File: config.mk
export PLATFORM = sky130hd
export DESIGN_NAME = bomb_stun_manager
export DESIGN_NICKNAME = d
export VERILOG_FILES = /design/src/rtl/bomb_stun_manager_pkg.sv /design/src/rtl/bomb_stun_manager_slot.sv /design/src/rtl/bomb_stun_manager.sv
export SDC_FILE = /design/constraint.sdc
export NUM_CORES = 1
export LEC_CHECK = 0
export CAP_MARGIN = 20
export CORE_MARGIN = 8
export CORE_UTILIZATION = 34
export DETAILED_ROUTE_END_ITERATION = 10
export GPL_TIMING_DRIVEN = 0
export SLEW_MARGIN = 20
export SYNTH_ARGS = -nofsm -noshare
export SYNTH_HDL_FRONTEND = slang
export SYNTH_SLANG_ARGS = --single-unit
File: constraint.sdc
create_clock -name clock -period 3.3 [get_ports clock]
set_input_delay 0.66 -clock clock [delete_from_list [all_inputs] [get_ports clock]]
set_output_delay 0.66 -clock clock [all_outputs]
set_load 0.05 [all_outputs]
File: src/rtl/bomb_stun_manager_pkg.sv
// Shared definitions for the bomb/stun manager: slot state encoding, default
// coordinate width and a counter-sizing helper.
package bomb_stun_manager_pkg;

    localparam int DEFAULT_COORD_W = 6;

    typedef enum logic [1:0] {
        SLOT_IDLE  = 2'd0,
        SLOT_ARMED = 2'd1,
        SLOT_BLAST = 2'd2
    } slotState_t;

    // Bits needed to hold the value maxCount itself (never less than one bit).
    function automatic int counterWidth(input int maxCount);
        if (maxCount < 2)
            return 1;
        return $clog2(maxCount + 1);
    endfunction

endpackage

File: src/rtl/bomb_stun_manager_slot.sv
// One bomb slot: accepts a qualified request edge, latches the tile, then runs
// the fuse and blast phases on a shared counter before returning to idle.
module bomb_slot
    import bomb_stun_manager_pkg::*;
#(
    parameter int COORD_W      = DEFAULT_COORD_W,
    parameter int FUSE_CYCLES  = 50_000_000,
    parameter int BLAST_CYCLES = 12_500_000
) (
    input  logic               clock,
    input  logic               reset,
    input  logic               requestEdge,
    input  logic               blocked,
    input  logic [COORD_W-1:0] posX,
    input  logic [COORD_W-1:0] posY,
    output logic               accepted,
    output logic               armed,
    output logic               blasting,
    output logic [COORD_W-1:0] bombX,
    output logic [COORD_W-1:0] bombY
);

    localparam int CNT_W = counterWidth((FUSE_CYCLES > BLAST_CYCLES) ? FUSE_CYCLES : BLAST_CYCLES);
    localparam logic [CNT_W-1:0] FUSE_LAST  = CNT_W'(FUSE_CYCLES - 1);
    localparam logic [CNT_W-1:0] BLAST_LAST = CNT_W'(BLAST_CYCLES - 1);

    slotState_t       state;
    slotState_t       nextState;
    logic [CNT_W-1:0] phaseCnt;
    logic [CNT_W-1:0] nextPhaseCnt;
    logic             acceptNow;

    always_ff @(posedge clock) begin
        if (reset) begin
            state    <= SLOT_IDLE;
            phaseCnt <= '0;
            accepted <= 1'b0;
            bombX    <= '0;
            bombY    <= '0;
        end else begin
            state    <= nextState;
            phaseCnt <= nextPhaseCnt;
            accepted <= acceptNow;
            if (acceptNow) begin
                bombX <= posX;
                bombY <= posY;
            end
        end
    end

    // The phase counter restarts at every phase entry, so the last count value
    // of a phase is its length minus one.
    always_comb begin
        nextState    = state;
        nextPhaseCnt = phaseCnt;
        acceptNow    = 1'b0;
        unique case (state)
            SLOT_IDLE: begin
                if (requestEdge && !blocked) begin
                    acceptNow    = 1'b1;
                    nextState    = SLOT_ARMED;
                    nextPhaseCnt = '0;
                end
            end
            SLOT_ARMED: begin
                if (phaseCnt == FUSE_LAST) begin
                    nextState    = SLOT_BLAST;
                    nextPhaseCnt = '0;
                end else begin
                    nextPhaseCnt = phaseCnt + 1'b1;
                end
            end
            SLOT_BLAST: begin
                if (phaseCnt == BLAST_LAST) begin
                    nextState    = SLOT_IDLE;
                    nextPhaseCnt = '0;
                end else begin
                    nextPhaseCnt = phaseCnt + 1'b1;
                end
            end
            default: begin
                nextState    = SLOT_IDLE;
                nextPhaseCnt = '0;
            end
        endcase
    end

    assign armed    = (state == SLOT_ARMED);
    assign blasting = (state == SLOT_BLAST);

endmodule

File: src/rtl/bomb_stun_manager.sv
// Bomb placement and stun control for two players: request edge detection,
// two bomb slots, cross-shaped blast hit test and per-player stun timers.
module bomb_stun_manager
    import bomb_stun_manager_pkg::*;
#(
    parameter int COORD_W      = DEFAULT_COORD_W,
    parameter int FUSE_CYCLES  = 50_000_000,
    parameter int BLAST_CYCLES = 12_500_000,
    parameter int STUN_CYCLES  = 100_000_000,
    parameter int BLAST_RADIUS = 2
) (
    input  logic               clock,
    input  logic               reset,
    input  logic               bombRequestedP1,
    input  logic               bombRequestedP2,
    input  logic [COORD_W-1:0] p1X,
    input  logic [COORD_W-1:0] p1Y,
    input  logic [COORD_W-1:0] p2X,
    input  logic [COORD_W-1:0] p2Y,
    output logic [1:0]         bombAccepted,
    output logic [1:0]         bombArmed,
    output logic [1:0]         blastActive,
    output logic [COORD_W-1:0] bombX1,
    output logic [COORD_W-1:0] bombY1,
    output logic [COORD_W-1:0] bombX2,
    output logic [COORD_W-1:0] bombY2,
    output logic               stunnedEffectP1,
    output logic               stunnedEffectP2
);

    localparam int DIST_W = COORD_W + 1;
    localparam logic [DIST_W-1:0] RADIUS = DIST_W'(BLAST_RADIUS);
    localparam int STUN_W = counterWidth(STUN_CYCLES);
    localparam logic [STUN_W-1:0] STUN_LOAD = STUN_W'(STUN_CYCLES);

    logic [1:0]        prevRequest;
    logic [1:0]        requestEdge;
    logic [1:0]        hit;
    logic [STUN_W-1:0] stunCnt [2];
    logic [STUN_W-1:0] nextStunCnt [2];

    // Distances are taken one bit wider than the coordinates and never wrap,
    // so opposite edges of the map are far apart.
    function automatic logic crossHit(
        input logic [COORD_W-1:0] bx,
        input logic [COORD_W-1:0] by,
        input logic [COORD_W-1:0] px,
        input logic [COORD_W-1:0] py
    );
        logic [DIST_W-1:0] dx;
        logic [DIST_W-1:0] dy;
        dx = (bx >= px) ? ({1'b0, bx} - {1'b0, px}) : ({1'b0, px} - {1'b0, bx});
        dy = (by >= py) ? ({1'b0, by} - {1'b0, py}) : ({1'b0, py} - {1'b0, by});
        return ((dx == '0) && (dy <= RADIUS)) || ((dy == '0) && (dx <= RADIUS));
    endfunction

    always_ff @(posedge clock) begin
        if (reset)
            prevRequest <= 2'b00;
        else
            prevRequest <= {bombRequestedP2, bombRequestedP1};
    end

    assign requestEdge = {bombRequestedP2, bombRequestedP1} & ~prevRequest;

    bomb_slot #(
        .COORD_W      (COORD_W),
        .FUSE_CYCLES  (FUSE_CYCLES),
        .BLAST_CYCLES (BLAST_CYCLES)
    ) slotP1 (
        .clock       (clock),
        .reset       (reset),
        .requestEdge (requestEdge[0]),
        .blocked     (stunnedEffectP1),
        .posX        (p1X),
        .posY        (p1Y),
        .accepted    (bombAccepted[0]),
        .armed       (bombArmed[0]),
        .blasting    (blastActive[0]),
        .bombX       (bombX1),
        .bombY       (bombY1)
    );

    bomb_slot #(
        .COORD_W      (COORD_W),
        .FUSE_CYCLES  (FUSE_CYCLES),
        .BLAST_CYCLES (BLAST_CYCLES)
    ) slotP2 (
        .clock       (clock),
        .reset       (reset),
        .requestEdge (requestEdge[1]),
        .blocked     (stunnedEffectP2),
        .posX        (p2X),
        .posY        (p2Y),
        .accepted    (bombAccepted[1]),
        .armed       (bombArmed[1]),
        .blasting    (blastActive[1]),
        .bombX       (bombX2),
        .bombY       (bombY2)
    );

    // Either live blast can hit either player; overlapping hits merge into one reload.
    assign hit[0] = (blastActive[0] && crossHit(bombX1, bombY1, p1X, p1Y)) ||
                    (blastActive[1] && crossHit(bombX2, bombY2, p1X, p1Y));
    assign hit[1] = (blastActive[0] && crossHit(bombX1, bombY1, p2X, p2Y)) ||
                    (blastActive[1] && crossHit(bombX2, bombY2, p2X, p2Y));

    always_ff @(posedge clock) begin
        if (reset) begin
            stunCnt[0] <= '0;
            stunCnt[1] <= '0;
        end else begin
            stunCnt[0] <= nextStunCnt[0];
            stunCnt[1] <= nextStunCnt[1];
        end
    end

    always_comb begin
        for (int i = 0; i < 2; i++) begin
            nextStunCnt[i] = stunCnt[i];
            if (hit[i])
                nextStunCnt[i] = STUN_LOAD;
            else if (stunCnt[i] != '0)
                nextStunCnt[i] = stunCnt[i] - 1'b1;
        end
    end

    assign stunnedEffectP1 = (stunCnt[0] != '0);
    assign stunnedEffectP2 = (stunCnt[1] != '0);

endmodule

After elaboration in Yosys (flattened, before gate mapping):

Memory sizes are Yosys's and may differ from the RTL's.
Index checks and enable logic that the tools add are counted.

* output and inout port bits: 32
* logic and storage cells: 139
* bits of input ports: 28
* memories kept: 1
* RAM bits: 54
* register bits after elaboration: 84

Memory list
* stunCnt: depth 2, width 27, read ports 2, clocked after Yosys merged registers in 0, wr ports 2, line bomb_stun_manager.sv:39 `logic [STUN_W-1:0] stunCnt [2];`

* equal/unequal tests: 14
* order comparisons: 16
* bitwise operators: 4
* reductions and logical operators: 36
* mux-type cells: 37
* add/sub/neg operators: 20

Operators by type and width (count)
* $mux 27: 6
* $mux 26: 6
* $pmux 26 s3: 2
* $sub 6x6->7: 16
* $le 7x2->1 const B: 8
* $logic_not 7->1: 8
* $mux 7: 8
* $reduce_bool 27->1: 2
* $sub 27x1->27 const B: 2
* $add 26x1->26 const B: 2
* $eq 26x24->1 const B: 2
* $eq 26x26->1 const B: 2
* $ge 6x6->1: 8
* $logic_and 1x1->1: 14
* $mux 2: 6
* $pmux 2 s3: 2
* $ne 2x2->1 const B: 4
* $mux 1: 7
* $logic_or 1x1->1: 6
* $reduce_and 3->1: 2
* $eq 2x1->1 const B: 2
* $eq 2x2->1 const B: 2
* $logic_not 2->1: 2
* $ne 2x1->1 const B: 2
* 4 further kinds: 6

Longest topological paths before layout:

* depth after elaboration: 9
* depth in mapped cells: 14
* mapped depth without buffers: 12

Hierarchy:

From an unflattened synthesis, not the netlist that was laid out.

* cells, all modules: 1399
* area total of the unflattened synthesis: 11363.4 um2

By module, submodules not included
* bomb_stun_manager: seq. area each 1121.1 um2, cells each 935, area an instance 7452.1 um2, times used 1
* bomb_slot: seq. area each 820.8 um2, cells each 232, area an instance 1955.6 um2, times used 2

Worst setup path after synthesis:

Ideal clock, no wire load.

* kind: reg2reg
* start point: register slotP1.bombY[1]
* end point: memory stunCnt[0][11] in the netlist's numbering
* path slack: -90 ps
* library setup time: 116 ps
* data required time: 3184 ps
* path buffers: 2
* period minus slack after synthesis: 3390 ps
* stages on the path, launching flop included: 13
* data arrival time: 3274 ps
* path through: dfxtp_1 inv_1 ha_1 a21o_1 or2_2 mux2_2 o22a_1 a311oi_1 nand4_1 or3_1 clkbuf_1 clkbuf_1 and4_1

RTL lines
* start, declared: line bomb_stun_manager_slot.sv:20 `output logic [COORD_W-1:0] bombY`
* start signal, assigned: line bomb_stun_manager_slot.sv:46 `bombY <= posY;`
* end, declared: line bomb_stun_manager.sv:39

==> metrics.yaml <==
outcome: "finished, final reports clean"
cp-start-kind: "flip-flop"
wirelength_um: 31500
clock_skew_ps: 9.93
clk_pin_slew_ps: 70
reg2reg_slack_ps: 170
async_flop_share: 0
synthesis.nets: 1525
grt_pass1_vias: 9889
clock_sinks: 138
remaining_drc_errors: 0
synthFlopType: "dfxtp_1"
diodes: 0
vias: 10400
synth.distinct_cells: 80
min_path_type: "flip-flop to flip-flop"
start_util: 0.342
syn_to_final_growth_pct: 20.9
htree_levels: 4
cts_root_buffer: "clkbuf_16"
hold_viol: 0
die_w_um: 196
rr_endpoint: "stunCnt[0][12]$_SDFFE_PP0P_"
seq_area_frac_synth: 0.250
syn-mean-instance-area_sq_um: 8.03
peakVddDrop_mv: 0.388
use_met2: 0.267
gp_congestion: 0.919
dp_cells: 1875
yosys.area.top_type: "dfxtp_1"
grt_overflow_total: 0
min_to: "stunCnt[0][26]$_SDFFE_PP0P_"
instances_no_fill: 1921
core_sq_mm: 0.0323
rr_worst_depth: 10
worst_slew_pin_slew_ps: 739
grt_pass1_wl_um: 51500
cts-buffers-inserted: 17
final_common_cell: "dfxtp_1"
grt_busiest_layer: "met2"
rsz0062_at_grt: "true"
hold_depth: 2
drtIter0Drc: 704
crit-reg2reg-launch: "slotP1.bombY[5]$_SDFFE_PP0P_"
clock_path_buffers: 2
track_usage: 0.163
final_nets: 1616
synth.cell_area_sq_mm: 0.0110
fp.dieH_um: 196
cpPeakStageDelay_ps: 550
cpMaxStageDelayCell: "or4_1"
drive_above_1_share: 0.129
worstSetupPathType: "flip-flop to primary output"
dp_hpwl_um: 23800
utilization: 0.414
met3_usage: 0.0281
synth-edff-count: 0
drv_slew: 0
final_cell_mix: "dfxtp_1 (130), nor2_1 (128), nand2_1 (107)"
die_area_sq_mm: 0.0385
fmax_ghz: 0.307
vias_per_cell: 5.39
synth_seq_cells: 138
p_leak_uw: 0.00518
synth_top_area_frac: 0.250
power_density_mw_per_mm2: 628
postCtsHoldBufs: 0
fillers: 3219
synth.area.top_cells: "dfxtp_1 (25%), ha_1 (12%), xor2_1 (5.0%), nor2_1 (4.4%), nand2_1 (3.6%)"
finalSetupViolations: 0
wl_per_cell_um: 16.4
critPathBufInv: 2
end_kind: "primary output"
worstSkewPairLatency_ps: 440
ant_nets: 0
grt_max_degree: 17
whs_ps: 490
crit_required_ps: 2640
relSlewSlack: 0.507
final.period_utilization: 0.988
hp-start: "stunCnt[0][26]$_SDFFE_PP0P_"
min_period_ps: 3260
antenna_found_initial: 0
critPathTopFamily: "simple AND/OR/NAND/NOR gates"
maxCapViolCount: 0
io_pins: 60
yosys_warnings: 0
path_cells: "or4_1 > or3_4 > or4_4 > nor4_4 > inv_2 > buf_6"
cp_max_fo: 4
grt_use_met1: 0.209
port_buffers: 58
cts_tree: "done"
dr.pass1.iters: 5
synthCells: 1375
worstPathArrival_ps: 2600
rows: 66
-- how the worst max path moves through the flow --
stage                                 from                           to  cells past startpoint
2_1_floorplan                       p1Y[4]  stunCnt[0][11]$_SDFFE_PP0P_                     12
3_3_place_gp                        p2X[1]  stunCnt[0][31]$_SDFFE_PP0P_                     14
3_5_place_dp                        p2Y[1]  stunCnt[0][31]$_SDFFE_PP0P_                     12
4_1_cts        stunCnt[0][14]$_SDFFE_PP0P_              stunnedEffectP1                      6
5_1_grt        stunCnt[0][36]$_SDFFE_PP0P_              stunnedEffectP2                      5
6_report       stunCnt[0][14]$_SDFFE_PP0P_              stunnedEffectP1                      6
-- routing by layer --
metal	vias to the layer above	wire length, um	part of all wire
li1	5123	-	-
met1	4909	14700	0.47
met2	252	14500	0.46
met3	71	1330	0.042
met4	0	990	0.031
met5	-	0	0
-- cells in the mapped netlist (18+ instances only) --
library cell    n
o211ai_1       20
nand3_1        33
xnor2_1        45
nand4_1        31
inv_1          90
a31oi_1        23
dfxtp_1       138
ha_1          106
a21oi_1        80
and3_1         21
nand2b_1       18
and4_1         24
a21o_1         23
nand2_1       107
clkbuf_1       51
nor3_1         30
xor2_1         63
nor2_1        130
nor2b_1        25
o21ai_0        44
nor4_1         35
-- logic make-up (layout without fill, tap and decap cells) --
kind of cell,count (synthesis),count (layout),share of synthesized area
XOR/XNOR,108,108,0.0856
flip-flops,138,138,0.250
AND/OR/NAND/NOR,539,539,0.264
AO/OA/AOI/OAI,296,296,0.179
adder cells (fa/ha/maj),122,122,0.149
multiplexers,19,19,0.0176
buffers and inverters,153,257,0.0544
-- power by group --
group | switching, uW | internal (uW) | total (uW)
registers | 368 | 2000 | 2370
clock network | 883 | 1010 | 1900
logic | 2300 | 1820 | 4130
total | 3560 | 4840 | 8390
-- worst register-to-register path: cells and delay by family, from the launching register on --
kind | cells | cell delay, ps
AND/OR/NAND/NOR | 4 | 990
AO/OA/AOI/OAI | 3 | 810
flip-flops | 1 | 450
adder cells (fa/ha/maj) | 1 | 290
multiplexers | 1 | 290
buffers and inverters | 1 | 190
-- repair_timing --
action | 4_1_cts | 5_1_grt
hold endpoints to repair | 0 | 0
pin swaps | 11 | 16
resized for setup | 113 | 76
gates cloned | 0 | 0
setup endpoints to repair | 56 | 67
buffers inserted | 13 | 15
-- cell type report --
type / instances / area [sq um] / share of cell area
Multi-Input combinational cell: 1084 / 8060 / 0.603
Inverter: 91 / 354 / 0.0265
Timing Repair Buffer: 86 / 768 / 0.0575
Sequential cell: 138 / 2780 / 0.208
Clock inverter: 14 / 131 / 0.00984
Clock buffer: 18 / 439 / 0.0329
Tap cell: 442 / 553 / 0.0414
Buffer: 48 / 275 / 0.0206
-- registers in the layout, indices dropped and copies added (netlist names) --
name,cells
stunCnt,54
slotP1.phaseCnt,26
slotP2.phaseCnt,26
slotP1.bombX,6
slotP1.bombY,6
slotP2.bombX,6
slotP2.bombY,6
prevRequest,2
slotP1.state,2
slotP2.state,2
slotP1.accepted,1
slotP2.accepted,1
-- stage by stage --
| step | setup WS [ps] | power (uW) | TNS, ps | cell area (sq um) |
|---|---|---|---|---|
| 3_5_place_dp | -1350 | 6140 | -65670 | 12200 |
| 3_3_place_gp | -1300 | 6090 | -65270 | 12200 |
| 4_1_cts | -18.2 | 8170 | -18.2 | 13000 |
| 5_1_grt | -37.0 | 8980 | -211 | 13400 |
| 6_report | 39.4 | 8390 | 0 | 13400 |
| 2_1_floorplan | 8.72 | 5250 | 0 | 11100 |
(Power assumes the default switching activity.)
